### config.mk
export PLATFORM = sky130hd
export DESIGN_NAME = add_bfm_driver
export DESIGN_NICKNAME = d
export VERILOG_FILES = /design/src/rtl/add_bfm_pkg.sv /design/src/rtl/add_bfm_fifo.sv /design/src/rtl/add_bfm_driver.sv
export SDC_FILE = /design/constraint.sdc
export NUM_CORES = 1
export LEC_CHECK = 0
export ABC_CLOCK_PERIOD_IN_PS = 9200
export BUFFER_PORTS_ARGS = -buffer_cell sky130_fd_sc_hd__buf_2
export CORE_ASPECT_RATIO = 1.75
export CORE_UTILIZATION = 42
export DETAILED_ROUTE_END_ITERATION = 10
export PLACE_DENSITY = 0.55
export SETUP_SLACK_MARGIN = 0.3
export SLEW_MARGIN = 20
export SYNTH_ARGS = -nofsm -noshare
export SYNTH_HDL_FRONTEND = slang
export SYNTH_SLANG_ARGS = --single-unit
### constraint.sdc
create_clock -name clk_i -period 9.2 [get_ports clk_i]
set_input_delay 2.3 -clock clk_i [delete_from_list [all_inputs] [get_ports clk_i]]
set_output_delay 2.3 -clock clk_i [all_outputs]
set_load 0.03 [all_outputs]
### src/rtl/add_bfm_pkg.sv
// Shared types and widths for the adder BFM driver: FSM state encoding,
// error-counter width and latency-counter width.
package add_bfm_pkg;

  localparam int ERR_CNT_W = 16;
  localparam int LAT_W     = 4;

  typedef enum logic [1:0] {
    IDLE = 2'd0,
    WAIT = 2'd1,
    PUSH = 2'd2
  } state_t;

endpackage

### src/rtl/add_bfm_fifo.sv
// Synchronous first-word-fall-through FIFO; pop_data always shows the head entry.
// Full/empty come from a registered occupancy count, so there is no write bypass.
module add_bfm_fifo #(
  parameter int WIDTH = 8,
  parameter int DEPTH = 16
) (
  input  logic             clk,
  input  logic             reset,
  input  logic             push,
  input  logic [WIDTH-1:0] push_data,
  input  logic             pop,
  output logic [WIDTH-1:0] pop_data,
  output logic             full,
  output logic             empty
);

  localparam int AW = $clog2(DEPTH);
  localparam logic [AW:0] FULL_CNT = DEPTH[AW:0];

  logic [WIDTH-1:0] mem [DEPTH];
  logic [AW-1:0]    wr_ptr;
  logic [AW-1:0]    rd_ptr;
  logic [AW:0]      count;
  logic             do_push;
  logic             do_pop;

  assign full     = (count == FULL_CNT);
  assign empty    = (count == '0);
  assign do_push  = push && !full;
  assign do_pop   = pop && !empty;
  assign pop_data = mem[rd_ptr];

  // Pointers are log2(DEPTH) wide, so they wrap modulo DEPTH on their own.
  always_ff @(posedge clk) begin
    if (reset) begin
      wr_ptr <= '0;
      rd_ptr <= '0;
      count  <= '0;
    end else begin
      if (do_push) wr_ptr <= wr_ptr + 1'b1;
      if (do_pop)  rd_ptr <= rd_ptr + 1'b1;
      case ({do_push, do_pop})
        2'b10:   count <= count + 1'b1;
        2'b01:   count <= count - 1'b1;
        default: count <= count;
      endcase
    end
  end

  always_ff @(posedge clk) begin
    if (do_push) mem[wr_ptr] <= push_data;
  end

endmodule

### src/rtl/add_bfm_driver.sv
// Adder BFM driver: queues operand pairs, drives them to the DUT, waits LATENCY
// cycles, captures the result into a response queue. Checker build: ADD_BFM_CHECK_EN.
module add_bfm_driver
  import add_bfm_pkg::*;
#(
  parameter int WIDTH   = 8,
  parameter int DEPTH   = 16,
  parameter int LATENCY = 1
) (
  input  logic                 clk_i,
  input  logic                 reset_i,
  input  logic                 cmd_valid,
  output logic                 cmd_ready,
  input  logic [WIDTH-1:0]     cmd_a,
  input  logic [WIDTH-1:0]     cmd_b,
  output logic [WIDTH-1:0]     dut_a,
  output logic [WIDTH-1:0]     dut_b,
  input  logic [WIDTH-1:0]     dut_x,
  output logic                 rsp_valid,
  input  logic                 rsp_ready,
  output logic [WIDTH-1:0]     rsp_x,
  output logic                 rsp_err,
  output logic [ERR_CNT_W-1:0] err_cnt,
  output logic                 busy
);

`ifdef ADD_BFM_CHECK_EN
  localparam int RSP_W = WIDTH + 1;
`else
  localparam int RSP_W = WIDTH;
`endif
  localparam logic [LAT_W-1:0] LAT_INIT = LAT_W'(LATENCY);

  // Handshakes: a transfer happens on a rising edge where valid && ready are both
  // high; valid never depends on ready, and ready depends only on registered counts.
  state_t               state;
  logic [LAT_W-1:0]     cnt;
  logic [WIDTH-1:0]     x_q;
  logic                 cmd_full;
  logic                 cmd_empty;
  logic                 cmd_pop;
  logic [2*WIDTH-1:0]   cmd_head;
  logic                 rsp_full;
  logic                 rsp_empty;
  logic                 rsp_push;
  logic                 rsp_pop;
  logic [RSP_W-1:0]     rsp_data;
  logic [RSP_W-1:0]     rsp_head;

  assign cmd_ready = !cmd_full;
  assign cmd_pop   = (state == IDLE) && !cmd_empty;
  assign rsp_push  = (state == PUSH) && !rsp_full;
  assign rsp_valid = !rsp_empty;
  assign rsp_pop   = rsp_valid && rsp_ready;
  assign busy      = (state != IDLE) || !cmd_empty;

  add_bfm_fifo #(
    .WIDTH (2*WIDTH),
    .DEPTH (DEPTH)
  ) u_cmd_fifo (
    .clk       (clk_i),
    .reset     (reset_i),
    .push      (cmd_valid && cmd_ready),
    .push_data ({cmd_a, cmd_b}),
    .pop       (cmd_pop),
    .pop_data  (cmd_head),
    .full      (cmd_full),
    .empty     (cmd_empty)
  );

  add_bfm_fifo #(
    .WIDTH (RSP_W),
    .DEPTH (DEPTH)
  ) u_rsp_fifo (
    .clk       (clk_i),
    .reset     (reset_i),
    .push      (rsp_push),
    .push_data (rsp_data),
    .pop       (rsp_pop),
    .pop_data  (rsp_head),
    .full      (rsp_full),
    .empty     (rsp_empty)
  );

  always_ff @(posedge clk_i) begin
    if (reset_i) begin
      state <= IDLE;
      cnt   <= '0;
      dut_a <= '0;
      dut_b <= '0;
      x_q   <= '0;
    end else begin
      case (state)
        IDLE: begin
          if (!cmd_empty) begin
            dut_a <= cmd_head[2*WIDTH-1:WIDTH];
            dut_b <= cmd_head[WIDTH-1:0];
            cnt   <= LAT_INIT;
            state <= WAIT;
          end
        end
        WAIT: begin
          if (cnt == '0) begin
            x_q   <= dut_x;
            state <= PUSH;
          end else begin
            cnt <= cnt - 1'b1;
          end
        end
        PUSH: begin
          // A full response queue holds the captured result here until space frees.
          if (!rsp_full) state <= IDLE;
        end
        default: state <= IDLE;
      endcase
    end
  end

`ifdef ADD_BFM_CHECK_EN
  logic [WIDTH-1:0] ref_sum;
  logic             mis_q;

  assign ref_sum  = dut_a + dut_b;
  assign rsp_data = {x_q, mis_q};
  assign rsp_x    = rsp_valid ? rsp_head[WIDTH:1] : '0;
  assign rsp_err  = rsp_valid ? rsp_head[0] : 1'b0;

  // Operands stay on dut_a/dut_b through WAIT, so the reference is formed at capture.
  always_ff @(posedge clk_i) begin
    if (reset_i) begin
      mis_q <= 1'b0;
    end else if (state == WAIT && cnt == '0) begin
      mis_q <= (dut_x != ref_sum);
    end
  end

  always_ff @(posedge clk_i) begin
    if (reset_i) begin
      err_cnt <= '0;
    end else if (rsp_push && mis_q && (err_cnt != '1)) begin
      err_cnt <= err_cnt + 1'b1;
    end
  end
`else
  assign rsp_data = x_q;
  assign rsp_x    = rsp_valid ? rsp_head : '0;
  assign rsp_err  = 1'b0;
  assign err_cnt  = '0;
`endif

endmodule

### Word level (Yosys, flattened, before mapping)

Memory sizes are Yosys's and may differ from the RTL's. A register that Yosys moved wholly into a read port is not among the register bits.
Index checks and enable logic that the tools add are counted.

| word-level totals | value |
|---|---|
| bits in registers | 40 |
| memory bits (writable) | 384 |
| memories | 2 |

| cells by class | value |
|---|---|
| add/sub/neg operators | 9 |
| eq/ne operators | 12 |
| multiplexer cells | 16 |
| bitwise gates (word level) | 1 |
| reduce and logical (&&, ||, !) cells | 25 |

Memories:

| name | depth | width | read ports | clocked after Yosys merged registers in | wr ports | RTL line | RTL |
|---|---|---|---|---|---|---|---|
| u_cmd_fifo.mem | 16 | 16 | 1 | 1 | 1 | add_bfm_fifo.sv:20 | `logic [WIDTH-1:0] mem [DEPTH];` |
| u_rsp_fifo.mem | 16 | 8 | 1 | 1 | 1 | add_bfm_fifo.sv:20 |  |

Operator list:

| kind | number |
|---|---|
| one-hot mux 5 bit (2 select lines) | 2 |
| adder 4 x 1 -> 4 bit (second input constant) | 4 |
| 2-to-1 mux 4 bit | 4 |
| adder 5 x 1 -> 5 bit (second input constant) | 2 |
| == test 5 bit (second input constant) | 2 |
| zero test 5 bit | 2 |
| subtractor 5 x 1 -> 5 bit (second input constant) | 2 |
| logical AND 1 bit | 8 |
| 2-to-1 mux 8 bit | 1 |
| != test 2 bit (second input constant) | 4 |
| one-hot mux 4 bit (2 select lines) | 1 |
| nonzero test 2 bit | 4 |
| == test 2 x 1 -> 1 bit (second input constant) | 3 |
| == test 2 bit (second input constant) | 3 |
| 2-to-1 mux 2 bit | 3 |
| one-hot mux 2 bit (3 select lines) | 1 |
| AND reduction 3 bit | 2 |
| zero test 1 bit | 4 |
| zero test 4 bit | 1 |
| 2-to-1 mux 1 bit | 4 |
| AND reduction 2 bit | 2 |
| subtractor 4 x 1 -> 4 bit (second input constant) | 1 |
| zero test 2 bit | 1 |
| logical OR 1 bit | 1 |
| NOT 1 bit | 1 |

### Depth between registers and ports, before layout

| logic depth | value |
|---|---|
| depth in word-level cells | 6 |
| gate-level depth with buffers | 12 |
| gate-level depth less buffers | 10 |

### Hierarchy

From an unflattened synthesis, not the netlist that was laid out.

| unflattened totals | value |
|---|---|
| cell total of the unflattened synthesis | 1017 |
| area, all modules | 17875.9 µm² |

By module, submodules not included:

| module | times used | cells an instance | area an instance (µm²) |
|---|---|---|---|
| add_bfm_fifo at u_cmd_fifo | 1 | 519 | 10597.7 |
| add_bfm_fifo at u_rsp_fifo | 1 | 324 | 5836.8 |
| add_bfm_driver | 1 | 174 | 1441.4 |

### Worst setup path before layout

Ideal clock, no wire load.

| path | value |
|---|---|
| path type | in2reg |
| from | input port cmd_valid |
| to | register u_cmd_fifo.count[4] |
| library setup time | 0.121 ns |
| data arrival time | 4.418 ns |
| required time | 9.079 ns |
| slack | 4.661 ns |
| stages on the path | 10 |
| buffers on the path | 1 |
| path through | a21boi_1 -> inv_1 -> ha_1 -> clkbuf_1 -> xor2_1 -> ha_1 -> or3b_2 -> a21oi_1 -> o21ai_0 -> mux2_2 |

| between the ends | value |
|---|---|
| word-level cells in the longest chain between the ends | 4 |
| elaborated cells on any way between the ends | 6 |
| classes of those cells | 2 x eq/ne; 1 x mux; 3 x reduce/logical |

Ends and longest elaborated chain:

| element | RTL line | RTL |
|---|---|---|
| from (decl) | add_bfm_driver.sv:12 | `input logic cmd_valid,` |
| logical AND 1 bit (*) | add_bfm_driver.sv:63 | `.push (cmd_valid && cmd_ready),` |
| logical AND 1 bit (*) | add_bfm_fifo.sv:29 | `assign do_push = push && !full;` |
| == test 2 x 1 -> 1 bit / == test 2 bit (equally long branches) | add_bfm_fifo.sv:42 | `case ({do_push, do_pop})` |
| one-hot mux 5 bit (2 select lines) / nonzero test 2 bit (equally long branches) | - |  |
| to (signal assigned) | add_bfm_fifo.sv:43 | `2'b10: count <= count + 1'b1;` |
| to (signal assigned) | add_bfm_fifo.sv:44 | `2'b01: count <= count - 1'b1;` |
| to (signal assigned) | add_bfm_fifo.sv:45 | `default: count <= count;` |
| to (decl) | add_bfm_fifo.sv:23 | `logic [AW:0] count;` |

Mark *: on every way between the ends. The rest lies on a longest branch, timed or not.
A chain may end at the register's enable or synchronous reset.

==> qor.txt <==
==================================================================================
Startpoint kind of the worst setup timing path                                flop
CTS Root Buffer Type                                                     clkbuf_16
Post-route non-filler standard cell count                                     1656
Xor and xnor fraction of the mapped netlist area                           0.00985
Number of library cell types mapped by synthesis                                52
Global route overflow                                                            0
# port buffers                                                                  54
Number of max-cap violations                                                     0
Mux contribution to synthesized area                                         0.137
Number of antenna violations at the first check in global routing                2
Finished Core Util                                                           0.478
Setup repair after global routing missed its margin                          false
Share of the synthesized area in the top cell type                           0.648
Clock tree from TritonCTS                                                     done
Total Wirelength                                                          38700 um
Share of final-layout standard cells stronger than drive strength 1          0.245
Time the final worst path needs with I/O delays and setup                  4.86 ns
Starting density of the core                                                 0.426
Run status                                                            complete, no violations
RD Place Congestion                                                          0.718
ANT nets after route                                                             0
TritonCTS buffer count                                                          41
Post-synth design cell area                                              17800 um2
Leading cell types by total area after synthesis                      edfxtp_1, mux4_2, dfxtp_1
Cell accounting for the most synthesized area                             edfxtp_1
Async set or reset register ratio after synthesis                                0
Synthesized area per cell                                                 17.7 um2
CTS sink cnt                                                                   444
Sum Neg Setup Slack                                                           0 ns
DIE AREA                                                                 43200 um2
Clock insertion delay at the later pin of the skew report                  0.55 ns
Setup bufs post-CTS                                                              0
Wire length of the first global-routing pass                              57400 um
Detail-routed net length per standard cell                                 23.4 um
Pin count of the biggest net entering global routing                            62
Place WS                                                                   4.43 ns
Largest family of logic cells by synthesized area                     multiplexers
Worst rel slew slack                                                         0.265
Data required time at the worst endpoint                                   6.90 ns
Worst-Margin Slew                                                          1.10 ns
Total via count after detailed routing                                        8769
Top flip-flop cell by instance count after synthesis                      edfxtp_1
Post-synthesis instance total                                                 1006
Adder-cell share of the synthesized area                                    0.0120
Antenna fix cells                                                                0
IR Drop Worst-Case VDD                                                    0.171 mV
Number of cell rows                                                             99
CP arrival                                                                 2.56 ns
Endpoint type of the worst setup path                                 primary output
Via count of the first global-routing pass                                    9177
Number of synthesized flops with an enable pin                                 384
# hold bufs at CTS                                                               0
Y dimension of the die                                                      274 um
Buffer levels on the longest clock path                                          3
Count of filler cells inserted in the layout                                  3576
# resized after CTS                                                              0
Floorplan Core Area                                                      41700 um2
Synth Area in Simple Gates                                                  0.0451
Number of nets at the end of the flow                                         1113
Total of endpoints with negative setup slack in the final report                 0
Clock transition at path regs                                              0.06 ns
Dpl cells                                                                     1580
Overall die width                                                           158 um
Max-slew violations                                                              0
Max H-tree Level                                                                 2
Most common cell in the netlist                                           edfxtp_1
Top cells by instance count after synthesis                           edfxtp_1, mux2i_1, nor2_1
Post-layout power                                                          5.17 mW
Final-report hold violation count                                                0
DRC violation count after routing                                                0
Detailed router's first-iteration violation count                              447
Per-cell via count in the routed design                                       5.30
Final period utilization                                                     0.528
Maximum fanout count along the critical path                                    32
Top Ports                                                                       72
Standby leakage power                                                      6.40 nW
Critical path start-end classification                                flop to primary output
Synthesis warning total                                                          0
Half-perimeter wire length of the detailed placement result               23400 um
Min-delay worst type                                                  flop to flop
Complex-gate fraction of the synthesized area                               0.0527
P per Cell Area                                                         259 nW/um2
Detailed-routing iteration count for the pre-antenna-repair pass                 5
Clock Skew                                                               0.0132 ns
Worst R2R Setup Slack                                                      6.17 ns
Number of flip-flops and latches in the synthesized netlist                    444
Aggregate global-route resource usage                                        0.185
Sequential share of the synthesized area                                     0.716
Post-synthesis to final-layout area growth                                   12.1%
Final worst setup slack                                                    4.34 ns
F_max                                                                      206 MHz
==================================================================================
metal layers:
metal / vias to the layer above / global-route usage / share of wire
met3: 58 / 0.0254 / 0.028
li1: 4052 / - / -
met2: 134 / 0.360 / 0.57
met4: 2 / 0.0570 / 0.024
met5: - / 0 / 0.00034
met1: 4523 / 0.203 / 0.38
state kept, by name, indices dropped and copies added (netlist names), named ones only:
name and cells:
u_cmd_fifo.wr_ptr 4, u_rsp_fifo.mem 128, dut_a 8, cnt 4, state 2, u_rsp_fifo.count 5, dut_b 8, u_rsp_fifo.wr_ptr 4
rsp_data 8, u_cmd_fifo.mem 256, u_cmd_fifo.rd_ptr 4, u_rsp_fifo.rd_ptr 4, u_cmd_fifo.count 5
cell families (layout without fill, tap and decap cells):
logic type | after synthesis | after routing
xor gates and xnor gates | 20 | 20
muxes | 161 | 161
adders and majority gates | 17 | 17
and+or+nand+nor | 168 | 168
buffers and inverters | 87 | 166
other | 1 | 17
AOI/OAI and AO/OA | 108 | 108
DFF | 444 | 444
worst max-delay path: stages (launching register included):
cell     delay, ns
dfxtp_2       0.31
buf_4         0.52
mux4_2        0.61
mux2i_1       0.22
o22ai_1       0.10
buf_2         0.21
placed cells by master, fill, tap and decap left out, types with 3 or more instances in the layout:
cell and instances:
edfxtp_1 384, a211oi_2 11, nor2_1 67, nor3_2 8, or3_1 5, dfxtp_1 57, clkbuf_8 5, clkinv_2 8
clkbuf_1 11, a21oi_1 11, o22ai_2 10, a311oi_2 11, a311oi_1 5, buf_4 25, nor2_2 12, a211oi_1 7
clkbuf_16 43, conb_1 17, o22ai_1 31, nand3_1 7, mux2_2 4, buf_2 54, xor2_1 16, inv_1 11
and3_1 3, o211ai_1 5, o21ai_0 5, mux4_1 5, mux4_2 59, nand2b_1 8, mux2i_1 93, clkinv_1 5
nor2b_1 8, nor3_1 6, ha_1 17, xnor2_1 4, nand2_1 30
path summary, 6_finish.rpt:
kind	start	to	cells past startpoint
worst max-delay path	flop	rsp_x[6]	5
worst min-delay path	dut_a[4]	dut_a[4]	2
worst min register to register	dut_a[4]	dut_a[4]	2
worst max register to register	u_cmd_fifo.count[1]	u_cmd_fifo.count[4]	10
final cells by class:
cell class / count / area, um2 / area share
repair buffers: 79 / 458 / 0.0230
well taps: 555 / 694 / 0.0348
multi-input cells: 491 / 4710 / 0.236
clock buffers: 59 / 1190 / 0.0595
inverters: 11 / 41.3 / 0.00207
clock inverters: 17 / 114 / 0.00571
flip-flops and latches: 444 / 12700 / 0.639
report_power, final:
| group | switching [mW] | leakage, nW | total, mW | internal (mW) |
|---|---|---|---|---|
| combinational | 0.674 | 1.77 | 1.10 | 0.427 |
| sequential | 0.0987 | 3.99 | 2.41 | 2.31 |
| clock | 0.726 | 0.641 | 1.65 | 0.929 |
per-stage QoR:
stage / instance area (um2) / hold slack, ns
after floorplan: 17900 / 0.463
after global placement: 18600 / 0.490
after detailed placement: 18600 / 0.498
after CTS: 19900 / 0.508
after global routing: 19900 / 0.534
final: 19900 / 0.504
Power figures use the tool's default switching activity.
